===== config.mk =====
export PLATFORM = sky130hd
export DESIGN_NAME = phase_rx_ctrl
export DESIGN_NICKNAME = d
export VERILOG_FILES = /design/src/rtl/phase_rx_ctrl.sv
export SDC_FILE = /design/constraint.sdc
export NUM_CORES = 1
export LEC_CHECK = 0
export BUFFER_PORTS_ARGS = -buffer_cell sky130_fd_sc_hd__buf_2
export CORE_MARGIN = 3
export CORE_UTILIZATION = 51
export CTS_CLUSTER_DIAMETER = 40
export DETAILED_ROUTE_END_ITERATION = 8
export PLACE_DENSITY_LB_ADDON = 0.2
export RECOVER_POWER = 25
export SLEW_MARGIN = 20
export SYNTH_ARGS = -nofsm -noshare
export SYNTH_HDL_FRONTEND = slang
export SYNTH_SLANG_ARGS = --single-unit
export TNS_END_PERCENT = 100

===== constraint.sdc =====
create_clock -name clk -period 2.2 [get_ports clk]
set_input_delay 0 -clock clk [delete_from_list [all_inputs] [get_ports clk]]
set_output_delay 0 -clock clk [all_outputs]
set_load 0.02 [all_outputs]

===== src/rtl/phase_rx_ctrl.sv =====
// phase_rx_ctrl: BPSK receive-side byte assembler.
// Samples the demodulated phase bit once per baud period at mid-bit and
// assembles bytes MSB first. Each completed byte is written to a BRAM at
// consecutive addresses starting from 0. After frame_length bytes, the block
// pulses frame_done.
//
// Ports:
//   clk, rst          system clock, synchronous active-high reset
//   rx_en             demodulator carrier-present gate; a low->high edge starts a frame
//   phase_bit         demodulated hard bit, synchronous to clk
//   ram_*             BRAM write port (ram_clk = clk, ram_rst tied low)
//   byte_count        bytes written in the current or last frame
//   busy              high while a frame is being received
//   frame_done        one-cycle pulse when a frame completes
//   frame_err         one-cycle pulse when a frame is aborted by rx_en dropping
//
// state  | meaning
// S_IDLE | waiting for a rising edge on rx_en
// S_HALF | counting half a bit period to reach the middle of bit 0
// S_BIT  | sampling once per bit period; issues byte writes
// S_DONE | one cycle; pulses frame_done
module phase_rx_ctrl #(
   parameter int data_width   = 8,
   parameter int frame_length = 150,
   parameter int addr_width   = 8,
   parameter int ref_clk_freq = 100000000,
   parameter int baudrate     = 9600
) (
   input  logic                  clk,
   input  logic                  rst,
   input  logic                  rx_en,
   input  logic                  phase_bit,
   output logic                  ram_clk,
   output logic                  ram_rst,
   output logic                  ram_en,
   output logic [0:0]            ram_we,
   output logic [addr_width-1:0] ram_addr,
   output logic [data_width-1:0] ram_wr_data,
   output logic [addr_width-1:0] byte_count,
   output logic                  busy,
   output logic                  frame_done,
   output logic                  frame_err
);

   localparam int cycle = ref_clk_freq / baudrate;
   localparam int half  = cycle / 2;
   localparam int bw    = (data_width > 1) ? $clog2(data_width) : 1;

   localparam logic [15:0]           cycle_last = 16'(cycle - 1);
   localparam logic [15:0]           half_last  = 16'(half - 1);
   localparam logic [bw-1:0]         bit_last   = bw'(data_width - 1);
   localparam logic [addr_width-1:0] last_byte  = addr_width'(frame_length - 1);

   typedef enum logic [1:0] {S_IDLE, S_HALF, S_BIT, S_DONE} state_t;

   state_t                state_q, state_d;
   logic [15:0]           cycle_cnt_q, cycle_cnt_d;
   logic [bw-1:0]         bit_cnt_q, bit_cnt_d;
   logic [addr_width-1:0] byte_count_q, byte_count_d;
   logic [data_width-1:0] shift_q, shift_d;
   logic                  rx_en_d_q, rx_en_d_d;
   logic                  wr_pend_q, wr_pend_d;
   logic                  abort_q, abort_d;
   logic                  ram_en_q, ram_en_d;
   logic [addr_width-1:0] ram_addr_q, ram_addr_d;
   logic [data_width-1:0] ram_wr_data_q, ram_wr_data_d;
   logic                  frame_done_q, frame_done_d;
   logic                  frame_err_q, frame_err_d;
   logic                  sample;

   always_comb begin
      state_d       = state_q;
      cycle_cnt_d   = cycle_cnt_q;
      bit_cnt_d     = bit_cnt_q;
      byte_count_d  = byte_count_q;
      shift_d       = shift_q;
      rx_en_d_d     = rx_en;
      wr_pend_d     = 1'b0;
      abort_d       = 1'b0;
      ram_en_d      = 1'b0;
      ram_addr_d    = ram_addr_q;
      ram_wr_data_d = ram_wr_data_q;
      frame_done_d  = 1'b0;
      frame_err_d   = abort_q;
      sample        = 1'b0;

      case (state_q)
         S_IDLE: begin
            if (rx_en && !rx_en_d_q) begin
               state_d      = S_HALF;
               cycle_cnt_d  = '0;
               bit_cnt_d    = '0;
               byte_count_d = '0;
               shift_d      = '0;
            end
         end
         S_HALF: begin
            if (!rx_en) begin
               state_d = S_IDLE;
               abort_d = 1'b1;
            end else if (cycle_cnt_q == half_last) begin
               sample      = 1'b1;
               cycle_cnt_d = '0;
               state_d     = S_BIT;
            end else begin
               cycle_cnt_d = cycle_cnt_q + 16'd1;
            end
         end
         S_BIT: begin
            // an abort also drops a write still pending from the last sample
            if (!rx_en) begin
               state_d = S_IDLE;
               abort_d = 1'b1;
            end else begin
               if (cycle_cnt_q == cycle_last) begin
                  sample      = 1'b1;
                  cycle_cnt_d = '0;
               end else begin
                  cycle_cnt_d = cycle_cnt_q + 16'd1;
               end
               if (wr_pend_q) begin
                  ram_en_d      = 1'b1;
                  ram_addr_d    = byte_count_q;
                  ram_wr_data_d = shift_q;
                  byte_count_d  = byte_count_q + 1'b1;
                  if (byte_count_q == last_byte) state_d = S_DONE;
               end
            end
         end
         S_DONE: begin
            frame_done_d = 1'b1;
            state_d      = S_IDLE;
         end
         default: state_d = S_IDLE;
      endcase

      if (sample) begin
         shift_d   = {shift_q[data_width-2:0], phase_bit};
         wr_pend_d = (bit_cnt_q == bit_last);
         bit_cnt_d = (bit_cnt_q == bit_last) ? '0 : bit_cnt_q + 1'b1;
      end
   end

   always_ff @(posedge clk) begin
      if (rst) begin
         state_q       <= S_IDLE;
         cycle_cnt_q   <= '0;
         bit_cnt_q     <= '0;
         byte_count_q  <= '0;
         shift_q       <= '0;
         rx_en_d_q     <= 1'b1;
         wr_pend_q     <= 1'b0;
         abort_q       <= 1'b0;
         ram_en_q      <= 1'b0;
         ram_addr_q    <= '0;
         ram_wr_data_q <= '0;
         frame_done_q  <= 1'b0;
         frame_err_q   <= 1'b0;
      end else begin
         state_q       <= state_d;
         cycle_cnt_q   <= cycle_cnt_d;
         bit_cnt_q     <= bit_cnt_d;
         byte_count_q  <= byte_count_d;
         shift_q       <= shift_d;
         rx_en_d_q     <= rx_en_d_d;
         wr_pend_q     <= wr_pend_d;
         abort_q       <= abort_d;
         ram_en_q      <= ram_en_d;
         ram_addr_q    <= ram_addr_d;
         ram_wr_data_q <= ram_wr_data_d;
         frame_done_q  <= frame_done_d;
         frame_err_q   <= frame_err_d;
      end
   end

   assign ram_clk     = clk;
   assign ram_rst     = 1'b0;
   assign ram_en      = ram_en_q;
   assign ram_we      = ram_en_q;
   assign ram_addr    = ram_addr_q;
   assign ram_wr_data = ram_wr_data_q;
   assign byte_count  = byte_count_q;
   assign busy        = (state_q == S_HALF) || (state_q == S_BIT);
   assign frame_done  = frame_done_q;
   assign frame_err   = frame_err_q;

endmodule


==> metrics, run 1 <==
outcome finished, final reports clean; Crit-path slowest cell or4_1; Final ANT Viol Nets 0; CTS tree yes; total core area 5170 um2; crit-path max cell delay 0.49 ns; final WL 5790 um; number of global-route vias before repair 2213; hpwl dp 3930 um; number of max-cap violations 0; Bufs and invs on worst path 1; Setup WS post-layout 0.0546 ns; Synth Cell Area 2750 um2; Req. time, crit path 2.56 ns; aggregate global-route resource usage 19.9%; Crit. End Element flip-flop; Yosys top cell by area dfxtp_1; placed cell count 420; I/O Buffers 33; average size of a mapped cell 8.39 um2; Seq/Total Area, Yosys 43.0%; Power, Total 0.00245 W; n_diodes 0; Nets 380; 1st-iter DRT viols 92; number of synthesized flops with an enable pin 0; CP top delay family simple AND/OR/NAND/NOR gates; Mapped Cells 327; most frequent cell after synthesis dfxtp_1; DRC viols 0; GR peak layer met2; IO Pins 35; Peak VDD IR 0.497 mV; die area 6300 um2; WL/cell 13.2 um; critical-path cell list inv_1 > ha_1 > or3_4 > a21o_1 > or4_1 > a31o_1 > a21oi_1; crit path DAT 2.51 ns; Min-Delay Path Class input port to flip-flop; Area Growth Syn to Fin 17.2%; Async S/R FF share, synth 0%; flop and latch count out of synthesis 59; largest net degree at the start of global routing 44; Yosys top cell area share 43.0%; post-route insts no fill 440; Initial Utilization 53.1%; period utilisation layout 97.5%; worst slew pin tran 0.698 ns; post-synth net total 341; GP Congestion 0.828; gr ovfl total 0; Skew-Pair Late Insertion Delay 0.44 ns; Max Freq 466 MHz; Final Hold Fails 0; ys flop type dfxtp_1; Die W 79.4 um; Pins Over Slew Limit 0; Area contributors post-synth dfxtp_1, nand2_1, ha_1; Yosys warnings 0; first-pass GRT wire length 9890 um; clock skew 0.00602 ns; Worst-path clk slew 0.07 ns; Commonest cells post-synth dfxtp_1, nand2_1, nor2_1; Vias 2378; height of the die 79.4 um; pre-CTS setup slack 0.0139 ns; Final Util 62.2%; GR Layer Usage met3 4.54%; Final Setup Violations 0; Setup CP Type flip-flop to flip-flop; met1 Track Usage GR 24.6%; placement row count 26; fin crit period 2.15 ns; first-pass iteration count of the detailed router 5; setup bufs post-CTS 0; via/cell ratio 5.40; power density over the cells 761 nW/um2; fraction of final layout cells sized beyond drive strength 1 13.5%; grt met2 use 31.8%; static leakage power 1.12 nW; initial antenna violation count 0; library cells used by synthesis 42; Worst setup SP type flip-flop; Slew HR 53.4%; Setup TNS Final 0 ns; CP max FO 4; fill count 469
## flip-flops by register name, indices dropped and copies added (netlist names)
signal	count
abort_q	1
bit_cnt_q	3
byte_count	8
cycle_cnt_q	16
frame_done	1
frame_err	1
ram_addr	8
ram_en	1
ram_wr_data	8
rx_en_d_q	1
shift_q	8
state_q	2
wr_pend_q	1
## timing repair
| action | in CTS | in global routing |
|---|---|---|
| hold buffers | 2 | 0 |
| resized for setup | 1 | 3 |
| endpoints found under the setup margin | 1 | 6 |
| hold endpoints to repair | 6 | 0 |
## metal layers
metal	wire length [um]	part of all wire (%)
met1	2720	47
met2	2740	47
met3	211	3.6
met5	0	0
met4	119	2.1
## worst paths after layout
check / from / endpoint / slack (ns) / depth (start not counted)
setup / recovery: state_q[0] / cycle_cnt_q[7] / 0.05 / 7
hold / removal: rst / ram_en / 0.11 / 2
setup reg to reg: state_q[0] / cycle_cnt_q[7] / 0.05 / 7
hold reg to reg: abort_q / frame_err / 0.45 / 1
## cells in the final DEF, fill, tap and decap left out, types with 3 or more instances in the layout
cell,count
nor2b_1,5
nand2_1,44
nor4_1,6
nor4bb_1,6
nand2b_1,11
ha_1,10
a21oi_1,22
o21ai_0,14
and4_1,3
dfxtp_1,57
buf_4,11
clkbuf_1,20
inv_1,8
clkbuf_8,13
nand4_1,12
buf_2,13
nand3b_1,3
a21o_1,3
clkinv_2,3
nor2_1,28
xor2_1,9
nand3_1,21
xnor2_1,11
## kinds of logic after synthesis
family | after synthesis | synth area share, %
fa+ha+maj | 10 | 4.56
mux | 2 | 0.729
xor+xnor | 20 | 6.38
buf+inv | 30 | 4.79
flops | 59 | 43.0
compound gates | 48 | 10.1
simple gates | 157 | 30.3
other cells | 1 | 0.137
## metrics by stage
| step | hold WS [ns] | cell area, um2 |
|---|---|---|
| floorplan | 0.113 | 2750 |
| global placement | 0.134 | 3000 |
| CTS | 0.0930 | 3230 |
| detailed placement | 0.134 | 3000 |
| finish | 0.107 | 3220 |
| global route | 0.137 | 3220 |
## worst register-to-register path, delay by kind of cell (launching register included)
family / cells / cell delay, ns
simple gates: 2 / 0.89
buf+inv: 1 / 0.08
flops: 1 / 0.36
compound gates: 3 / 0.52
fa+ha+maj: 1 / 0.22
## report_power, final
part           leakage, nW  switching (W)  total [W]  internal (W)
clock                0.109       0.000470    0.00102      0.000554
sequential           0.477      0.0000163    0.00110       0.00108
combinational        0.538       0.000191   0.000326      0.000134
total                 1.12       0.000678    0.00245       0.00177
## layout make-up
type / instances / area [um2] / area share (%)
inverters: 8 / 30.0 / 0.933
clock buffers: 14 / 184 / 5.72
well taps: 70 / 87.6 / 2.72
multi-input cells: 238 / 1440 / 44.9
clock inverters: 5 / 30.0 / 0.933
flip-flops and latches: 59 / 1180 / 36.8
repair buffers: 46 / 258 / 8.01
Power figures use the tool's default switching activity.
==> inputs of run 2 (changes only) <==
Settings changed: CORE_UTILIZATION 51 to 54, CTS_BUF_LIST set to sky130_fd_sc_hd__clkbuf_4.
==> run 2 against run 1 <==
Power shrank 11%. Die area decreased by 5.1%. Global-route usage up 1.8 points. Largest power group unchanged.
==> metrics, run 2 (synthesized netlist as in run 1, its figures left out) <==
Largest register FFs 16 (unchanged); Nets 381 (+0.26%); largest reg by FF count cycle_cnt_q; FF+latch area 1190 um2 (+0.42%); static leakage power 1.09 nW (-2.7%); Crit. End Element flip-flop; Final ANT Viol Nets 0 (unchanged); most frequent cells in the layout dfxtp_1, nand2_1, nor2_1; I/O Buffers 33 (unchanged); outcome finished, final reports clean; 1st-iter DRT viols 153 (+66%); IO Pins 35 (unchanged); first-pass GRT wire length 10400 um (+4.8%); DRC viols 0 (unchanged); CP max FO 4 (unchanged); height of the die 77.3 um (-2.6%); Setup CP Type flip-flop to flip-flop; Area Growth Syn to Fin 14.6%; worst slew pin tran 0.670 ns (-0.0282 ns); clock skew 0.00979 ns (+0.00377 ns); period utilisation layout 96.1% (-1.4 points); placement row count 25 (-3.8%); Initial Utilization 57.0% (+3.9 points); commonest non-fill, non-tap cell in the layout dfxtp_1; die area 5980 um2 (-5.1%); largest net degree at the start of global routing 44 (unchanged); Vias 2420 (+1.8%); setup bufs post-CTS 0 (unchanged); GP Congestion 0.861 (+3.9%); fill count 439 (-6.4%); Slew HR 55.3% (+1.9 points); fraction of final layout cells sized beyond drive strength 1 13.7% (+0.20 points); number of max-cap violations 0 (unchanged); Final Setup Violations 0 (unchanged); total core area 4820 um2 (-6.9%); crit path DAT 2.55 ns (+0.04 ns); initial antenna violation count 0 (unchanged); number of global-route vias before repair 2291 (+3.5%); Final Util 65.3% (+3.1 points); Setup TNS Final 0 ns (unchanged); WL/cell 13.5 um (+2.5%); Worst setup SP type flip-flop; Final Hold Fails 0 (unchanged); final WL 5920 um (+2.3%); Pins Over Slew Limit 0 (unchanged); power density over the cells 692 nW/um2 (-9.1%); hpwl dp 4110 um (+4.4%); area occupied by multi-input gates 1440 um2 (-0.43%); Max Freq 473 MHz (+1.4%); Die W 77.3 um (-2.6%); n_diodes 0 (unchanged); Min-Delay Path Class input port to flip-flop; Skew-Pair Late Insertion Delay 0.50 ns (+0.06 ns); CTS tree yes; Peak VDD IR 0.463 mV (-6.9%); Req. time, crit path 2.63 ns (+0.07 ns); fin crit period 2.12 ns (-0.0302 ns); Worst-path clk slew 0.10 ns (+0.03 ns); via/cell ratio 5.51 (+2.0%); first-pass iteration count of the detailed router 4 (-1); gr ovfl total 0 (unchanged); aggregate global-route resource usage 21.8% (+1.8 points)
==> run 2: worst paths after layout <==
kind,slack (ns),cells past startpoint,end,start
worst min register to register,0.46,2,ram_addr[4],ram_addr[4]
worst max-delay path,0.08,7,cycle_cnt_q[7],state_q[0]
worst min-delay path,0.04,2,frame_done,rst
worst max register to register,0.08,7,cycle_cnt_q[7],state_q[0]
==> run 2: timing repair <==
action | CTS | global route
endpoints found under the setup margin | 1 | 7
hold endpoints to repair | 6 | 0
resized for setup | 1 | 5
hold buffers | 2 | 0
==> run 2: final cells by class <==
| type | instances | area share [%] |
|---|---|---|
| Inverter | 8 | 0.955 |
| Clock inverter | 7 | 1.43 |
| Sequential cell | 59 | 37.8 |
| Clock buffer | 13 | 3.02 |
| Multi-Input combinational cell | 238 | 45.7 |
| Timing Repair Buffer | 47 | 8.43 |
| Tap cell | 67 | 2.67 |
==> run 2: through the flow <==
stage | total power [W] | worst slack [ns] | cells | hold slack (ns) | cell area (um2)
after floorplan | 0.00137 | 0.0782 | 327 | 0.113 | 2750
after global placement | 0.00147 | 0.114 | 418 | 0.134 | 3000
after detailed placement | 0.00147 | 0.00359 | 418 | 0.134 | 3000
after CTS | 0.00219 | 0.00569 | 439 | 0.0304 | 3160
after global routing | 0.00229 | -0.00182 | 439 | 0.0420 | 3150
final | 0.00218 | 0.0848 | 439 | 0.0353 | 3150
==> run 2: report_power, final <==
| group | leakage, nW | total [W] | switching, W | internal (W) |
|---|---|---|---|---|
| Clock | 0.0731 | 0.000756 | 0.000459 | 0.000298 |
| Sequential | 0.477 | 0.00110 | 0.0000175 | 0.00108 |
| Combinational | 0.543 | 0.000320 | 0.000186 | 0.000134 |
| Total | 1.09 | 0.00218 | 0.000662 | 0.00151 |
==> run 2: worst max-delay path, stage by stage (launching register included) <==
cell and delay, ns:
dfxtp_4 0.38, inv_2 0.05, ha_1 0.21, or3_4 0.39, a21o_1 0.19, or4_1 0.50
a31o_1 0.22, a21oi_1 0.10
==> run 2: metal layers <==
| metal | vias to the layer above | track usage [%] | routed length [um] |
|---|---|---|---|
| met5 | - | 0 | 0 |
| met4 | 0 | 9.79 | 93 |
| met3 | 9 | 7.28 | 310 |
| met2 | 59 | 34.4 | 2760 |
| met1 | 1131 | 26.8 | 2760 |
| li1 | 1221 | - | - |
